<file path="config.mk">
export PLATFORM = sky130hd
export DESIGN_NAME = audio_fft_framer_flat
export DESIGN_NICKNAME = d
export VERILOG_FILES = /design/src/rtl/audio_fft_framer_if.sv /design/src/rtl/audio_fft_framer.sv /design/src/flat_wrapper.sv
export SDC_FILE = /design/constraint.sdc
export NUM_CORES = 1
export LEC_CHECK = 0
export ABC_AREA = 1
export BUFFER_PORTS_ARGS = -buffer_cell sky130_fd_sc_hd__buf_2
export CAP_MARGIN = 30
export CORE_MARGIN = 4
export CORE_UTILIZATION = 50
export DETAILED_ROUTE_END_ITERATION = 10
export GPL_TIMING_DRIVEN = 0
export PLACE_DENSITY_LB_ADDON = 0.3
export RECOVER_POWER = 100
export SLEW_MARGIN = 25
export SYNTH_ARGS = -nofsm -noshare
export SYNTH_HDL_FRONTEND = slang
export SYNTH_SLANG_ARGS = --single-unit
</file>
<file path="constraint.sdc">
create_clock -name clk -period 6.27 [get_ports clk]
set_input_delay 0.3135 -clock clk [delete_from_list [all_inputs] [get_ports clk]]
set_output_delay 0.3135 -clock clk [all_outputs]
set_load 0.02 [all_outputs]
</file>
<file path="src/rtl/audio_fft_framer_if.sv">
// audio_fft_framer_if: codec read port and Avalon-ST sink bus of the audio FFT framer.
//   read_ready, readdata_left/right, read : codec sample-pair read handshake
//   sink_ready, sink_valid, sink_sop, sink_eop, sink_real, sink_imag, sink_error : FFT sink beat
//   master = framer side, slave = codec/FFT side
interface audio_fft_framer_if;
   logic        read_ready;
   logic [23:0] readdata_left;
   logic [23:0] readdata_right;
   logic        read;
   logic        sink_ready;
   logic        sink_valid;
   logic        sink_sop;
   logic        sink_eop;
   logic [23:0] sink_real;
   logic [23:0] sink_imag;
   logic [1:0]  sink_error;
   modport master (
      input  read_ready, readdata_left, readdata_right, sink_ready,
      output read, sink_valid, sink_sop, sink_eop, sink_real, sink_imag, sink_error
   );
   modport slave (
      output read_ready, readdata_left, readdata_right, sink_ready,
      input  read, sink_valid, sink_sop, sink_eop, sink_real, sink_imag, sink_error
   );
endinterface

</file>
<file path="src/rtl/audio_fft_framer.sv">
// audio_fft_framer: buffers codec samples and emits fixed-length frames to an FFT sink.
//   clk, reset_n : clock, asynchronous active-low reset
//   enable       : capture and emit frames while high
//   chan_sel     : 00 left, 01 right, 1x mono mix
//   overflow     : sticky, a codec sample waited while the buffer was full
//   bus          : codec read port and Avalon-ST sink (master modport)
module audio_fft_framer #(
   parameter int FRAME_LEN  = 64,
   parameter int FIFO_DEPTH = 16
) (
   input  logic                   clk,
   input  logic                   reset_n,
   input  logic                   enable,
   input  logic [1:0]             chan_sel,
   output logic                   overflow,
   audio_fft_framer_if.master     bus
);
   localparam int CW = $clog2(FRAME_LEN);
   localparam int AW = $clog2(FIFO_DEPTH);
   localparam logic [CW-1:0] LAST = CW'(FRAME_LEN - 1);
   typedef enum logic [1:0] {IDLE, STREAM, DRAIN} state_t;
   state_t        state, state_nxt;
   logic          enable_cap;
   logic [23:0]   mem [FIFO_DEPTH];
   logic [AW-1:0] wr_ptr, rd_ptr;
   logic [AW:0]   count;
   logic          fifo_full, fifo_empty, push, pop, out_load, stall, transfer, go_idle;
   logic [24:0]   mono_sum;
   logic [23:0]   sample, beat_data;
   logic [CW-1:0] cnt, cnt_adv;
   assign fifo_full  = count == (AW+1)'(FIFO_DEPTH);
   assign fifo_empty = count == '0;
   assign transfer   = bus.sink_valid & bus.sink_ready;
   assign stall      = bus.sink_valid & ~bus.sink_ready;
   // position of the beat that occupies the output register after this edge
   assign cnt_adv    = transfer ? (cnt == LAST ? '0 : cnt + 1'b1) : cnt;
   assign mono_sum   = {bus.readdata_left[23], bus.readdata_left} + {bus.readdata_right[23], bus.readdata_right};
   assign sample     = chan_sel == 2'b00 ? bus.readdata_left : chan_sel == 2'b01 ? bus.readdata_right : mono_sum[24:1];
   // an empty buffer while draining pads the frame with zeros
   assign beat_data  = fifo_empty ? '0 : mem[rd_ptr];
   assign go_idle    = state_nxt == IDLE;
   assign bus.read       = push;
   assign bus.sink_imag  = '0;
   assign bus.sink_error = 2'b00;
   always_ff @(posedge clk or negedge reset_n)
      if (!reset_n) begin
         state      <= IDLE;
         enable_cap <= 1'b0;
      end else begin
         state      <= state_nxt;
         enable_cap <= enable;
      end
   always_comb begin
      state_nxt = state;
      push      = 1'b0;
      out_load  = 1'b0;
      pop       = 1'b0;
      case (state)
         IDLE: state_nxt = enable ? STREAM : IDLE;
         STREAM: begin
            push      = bus.read_ready & enable_cap & ~fifo_full;
            out_load  = ~stall & ~fifo_empty;
            pop       = out_load;
            if (!enable) state_nxt = cnt_adv == '0 ? IDLE : DRAIN;
         end
         DRAIN: begin
            out_load  = ~stall & (cnt_adv != '0);
            pop       = out_load & ~fifo_empty;
            if (transfer & bus.sink_eop) state_nxt = IDLE;
         end
         default: state_nxt = IDLE;
      endcase
   end
   always_ff @(posedge clk)
      if (push) mem[wr_ptr] <= sample;
   always_ff @(posedge clk or negedge reset_n)
      if (!reset_n) begin
         wr_ptr <= '0;
         rd_ptr <= '0;
         count  <= '0;
      end else if (go_idle) begin
         wr_ptr <= '0;
         rd_ptr <= '0;
         count  <= '0;
      end else begin
         wr_ptr <= wr_ptr + AW'(push);
         rd_ptr <= rd_ptr + AW'(pop);
         count  <= count + (AW+1)'(push) - (AW+1)'(pop);
      end
   always_ff @(posedge clk or negedge reset_n)
      if (!reset_n) begin
         cnt            <= '0;
         bus.sink_valid <= 1'b0;
         bus.sink_sop   <= 1'b0;
         bus.sink_eop   <= 1'b0;
         bus.sink_real  <= '0;
      end else if (go_idle) begin
         cnt            <= '0;
         bus.sink_valid <= 1'b0;
         bus.sink_sop   <= 1'b0;
         bus.sink_eop   <= 1'b0;
         bus.sink_real  <= '0;
      end else begin
         cnt <= cnt_adv;
         if (!stall) begin
            bus.sink_valid <= out_load;
            bus.sink_sop   <= cnt_adv == '0;
            bus.sink_eop   <= cnt_adv == LAST;
            if (out_load) bus.sink_real <= beat_data;
         end
      end
   always_ff @(posedge clk or negedge reset_n)
      if (!reset_n) overflow <= 1'b0;
      else if (bus.read_ready & enable_cap & fifo_full) overflow <= 1'b1;
endmodule

</file>
<file path="src/flat_wrapper.sv">
// flat-port wrapper written by rule: the top's interface ports become plain ports
module audio_fft_framer_flat 
#(
   parameter int FRAME_LEN  = 64,
   parameter int FIFO_DEPTH = 16
)
  (clk, reset_n, enable, chan_sel, overflow, bus_read_ready, bus_readdata_left, bus_readdata_right, bus_sink_ready, bus_read, bus_sink_valid, bus_sink_sop, bus_sink_eop, bus_sink_real, bus_sink_imag, bus_sink_error);
  audio_fft_framer_if bus_i ();
  input  logic clk;
  input  logic reset_n;
  input  logic enable;
  input  logic [1:0] chan_sel;
  output logic overflow;
  input wire logic [$bits(bus_i.read_ready)-1:0] bus_read_ready;
  input wire logic [$bits(bus_i.readdata_left)-1:0] bus_readdata_left;
  input wire logic [$bits(bus_i.readdata_right)-1:0] bus_readdata_right;
  input wire logic [$bits(bus_i.sink_ready)-1:0] bus_sink_ready;
  output wire logic [$bits(bus_i.read)-1:0] bus_read;
  output wire logic [$bits(bus_i.sink_valid)-1:0] bus_sink_valid;
  output wire logic [$bits(bus_i.sink_sop)-1:0] bus_sink_sop;
  output wire logic [$bits(bus_i.sink_eop)-1:0] bus_sink_eop;
  output wire logic [$bits(bus_i.sink_real)-1:0] bus_sink_real;
  output wire logic [$bits(bus_i.sink_imag)-1:0] bus_sink_imag;
  output wire logic [$bits(bus_i.sink_error)-1:0] bus_sink_error;
  assign bus_i.read_ready = bus_read_ready;
  assign bus_i.readdata_left = bus_readdata_left;
  assign bus_i.readdata_right = bus_readdata_right;
  assign bus_i.sink_ready = bus_sink_ready;
  assign bus_read = bus_i.read;
  assign bus_sink_valid = bus_i.sink_valid;
  assign bus_sink_sop = bus_i.sink_sop;
  assign bus_sink_eop = bus_i.sink_eop;
  assign bus_sink_real = bus_i.sink_real;
  assign bus_sink_imag = bus_i.sink_imag;
  assign bus_sink_error = bus_i.sink_error;
  audio_fft_framer #(.FRAME_LEN(FRAME_LEN), .FIFO_DEPTH(FIFO_DEPTH)) u_core (.clk(clk), .reset_n(reset_n), .enable(enable), .chan_sel(chan_sel), .overflow(overflow), .bus(bus_i));
endmodule
</file>
==> key figures <==
Pwr
  – Combinational Power Share: 0.077
  – Switching component of the power: 1450 µW
  – Clock Power Share: 0.405
  – Reg power frac: 0.518
  – VDD IR max: roughly 0.00017 V
  – Leakage: 0.00807 µW
  – Sw frac: 0.231
  – Internal power: ~4800 µW
  – PwrDens: roughly 280 nW/µm²

STA
  – Worst slew margin: -0.828
  – Clock skew: ~0.028 ns
  – Final slew viol count: ~160
  – Setup-failing EPs final: 0
  – Fin crit share: 0.655
  – Setup TNS: 0 ns
  – Final Hold Viols: 0
  – Min Clock Period, post-route: just over 4 ns
  – Worst-Margin Slew: around 2.7 ns
  – RSZ-0062 raised after global routing: false
  – Highest clock rate: 243 MHz

Clock network
  – Cts bufs inserted: 42
  – Clock Pin Slew Worst Setup and Hold Paths: 0.06 ns
  – Clock Sink Count: roughly 430
  – CTS tree: built
  – Clock Tree Buf Depth: 3
  – Root buffer cell: clkbuf_16
  – Clock Latency Late Sink: between 0.5 and 0.6 ns
  – H-tree Lvls: 2

Floorplanning
  – Die Height: around 210 µm
  – Die area: between 40000 and 50000 µm²
  – Initial Util: 0.510
  – Area of the core: 38900 µm²
  – Ports: 110
  – Die boundary width: between 200 and 250 µm
  – Num rows: 72

Global routing
  – M3 GR Usage: 0.0601
  – Antenna violations before repair: 0
  – First-pass GRT wire length: ~89 mm
  – Met1 Usage GRT: 0.349
  – Number of global-route vias before repair: 14500
  – Layer carrying the most global-route usage: met2
  – Largest net degree at the start of global routing: 51
  – Met2 usage: 0.450
  – Grt total ovfl: 0
  – Gr usage total: 0.271

Detailed routing
  – Drt drc: 0
  – Pre-antenna DRT Iters: 5
  – Initial DRC count: 1761
  – Routed via count: around 15000
  – Routed Antenna Nets: 0
  – Post-DR wirelength/cell: roughly 25 µm
  – Vias/cell: 6.03
  – WL final: 60.4 mm

Logic synthesis
  – Syn. warnings: 0
  – Unique masters post-synth: 42
  – Synthesized area: 19900 µm²
  – Sequential share of the synthesized area: 0.644
  – Seq cells post-synth: around 430
  – EDFF count, synth: between 300 and 400
  – Post-Synthesis Cells: 1717
  – Fraction of registers with async set/reset: 0.115
  – Mapped Avg Cell Area: between 10 and 15 µm²
  – Main synth FF type: edfxtp_1

Layout
  – Fin area: around 22000 µm²
  – Antenna cells: 0
  – Multi-input logic area: 6140 µm²
  – Share of cells above drive strength 1: 0.106
  – Sequential standard cell area: approximately 13000 µm²
  – Final #Nets: just under 2000
  – Syn-to-layout area delta: 12.7%
  – FILL cells: 3283

Setup path
  – Crit start category: register
  – Critical Path Sink Type: register
  – R2R setup slack: approximately 2.2 ns
  – CP required: approximately 6.7 ns
  – Worst Setup Path Type: register to register
  – CP arrival: around 4.5 ns
  – Max FO, Critical Path: 10

Worst hold path
  – Hold Path Class: primary input to register

Flow run
  – Max Cap Viol: 9

Placement
  – Post-DP Area: around 22000 µm²
  – Placer Congestion: between 0.9 and 1
  – IO Port Bufs: 82
  – Hpwl dp: approximately 42 mm

Outcome
  – Outcome: finished, violations left
  – Violated checks: max-capacitance violations, max-slew violations
[cells in the final DEF, fill, tap and decap left out, types with 26 or more instances in the layout]
cell type,instances
clkbuf_1,128
dfrtp_1,50
ha_1,38
nand3_1,112
o21ai_0,126
buf_4,27
nand2_1,169
nor2_1,278
a21oi_1,54
inv_1,84
conb_1,26
o221ai_1,97
edfxtp_1,384
buf_2,74
clkbuf_16,42
o21bai_1,104
[power groups by stage]
stage               Combinational, µW  Sequential, µW  Clock [µW]
finish                            484            3250        2540
global route                      523            3250        2660
CTS                               491            3250        2550
detailed placement                488            3310           0
global placement                  462            3310           0
floorplan                         292            3310           0
[Yosys cell counts (7+ instances only)]
library cell,count,area share
nor2_1,278,0.053
edfxtp_1,384,0.58
a22o_1,7,0.0031
buf_6,8,0.0045
nand4_1,9,0.0028
buf_2,32,0.0081
dfrtp_1,50,0.063
nand3_2,22,0.011
inv_1,82,0.015
xor2_1,7,0.0031
nand2_2,7,0.0022
nand3_1,111,0.028
buf_4,29,0.011
o221ai_1,97,0.043
o211ai_1,9,0.0034
nand2_1,165,0.031
o21ai_0,122,0.031
o21bai_1,104,0.039
xnor2_1,7,0.0031
a21oi_1,54,0.014
ha_1,38,0.024
clkbuf_1,50,0.0095
[metal layers]
metal	part of all wire	wire, µm	vias up
met4	0.043	2600	0
met2	0.47	28500	904
met5	0	0	-
met1	0.38	22800	7099
met3	0.11	6510	183
li1	-	-	6546
[per-stage QoR]
step                worst slack, ns   util  power, µW  hold WS, ns  cells
global route                   1.75  0.575       6430       0.0736   2444
global placement               2.11  0.540       3770        0.455   2342
floorplan                      3.21      -       3600       0.0179   1742
finish                         2.16  0.575       6270       0.0439   2444
detailed placement             2.66  0.556       3790        0.369   2366
CTS                            2.58  0.591       6280       0.0350   2444
[sequential cells by signal, indices dropped and copies added (netlist names), 2 cells and up]
| name | flops |
|---|---|
| u_core.state | 2 |
| u_core.cnt | 6 |
| u_core.count | 5 |
| u_core.bus.sink_real | 24 |
| u_core.mem | 384 |
| u_core.rd_ptr | 4 |
| u_core.wr_ptr | 4 |
[cells by family after synthesis]
kind of cell | share of synthesized area
fa+ha+maj | 0.0260
flops | 0.644
other cells | 0.000189
xor+xnor | 0.00617
simple gates | 0.136
buf+inv | 0.0506
compound gates | 0.137
[final cells by class]
class,count,share of cell area
Timing Repair Buffer,108,0.0213
Clock inverter,23,0.0114
Buffer,124,0.0289
Tap cell,518,0.0290
Inverter,88,0.0148
Sequential cell,434,0.571
Multi-Input combinational cell,1096,0.274
Clock buffer,53,0.0493
[critical path, stage by stage, from the launching register on]
cell      delay (ns)
dfrtp_1         0.41
nand2_1         0.23
o21ai_0         0.34
nand2_1         0.09
nor2_1          0.11
nand2_1         0.09
inv_1           0.10
nand2_4         0.05
nand3_1         0.14
nand2_2         0.06
nand2_1         0.25
clkbuf_1        0.42
nor2_1          0.14
ha_1            0.32
inv_1           0.06
ha_1            0.16
inv_1           0.05
fa_1            0.38
nor2_1          0.16
nor2_1          0.06
nor2_1          0.10
nor2_1          0.06
xor2_1          0.13
nor2_1          0.06
[path summary, 6_finish.rpt]
path / start / end / depth (start not counted)
worst max-delay path: u_core.bus.sink_valid$_DFFE_PN0P_ / u_core.count[4]$_DFF_PN0_ / 23
worst max register to register: u_core.bus.sink_valid$_DFFE_PN0P_ / u_core.count[4]$_DFF_PN0_ / 23
max in group asynchronous: reset_n / u_core.wr_ptr[1]$_DFF_PN0_ / 2
min in group asynchronous: reset_n / u_core.bus.sink_real[12]$_DFFE_PN0P_ / 2
worst min-delay path: bus_read_ready / u_core.overflow$_DFFE_PN0P_ / 3
worst min register to register: u_core.overflow$_DFFE_PN0P_ / u_core.overflow$_DFFE_PN0P_ / 1
[repair_timing]
| item | in CTS | in global routing |
|---|---|---|
| setup buffers | 0 | 0 |
| resized for setup | 0 | 0 |
| hold buffers | 2 | 0 |
| endpoints found under the hold margin | 51 | 0 |
(Power assumes the default switching activity.)
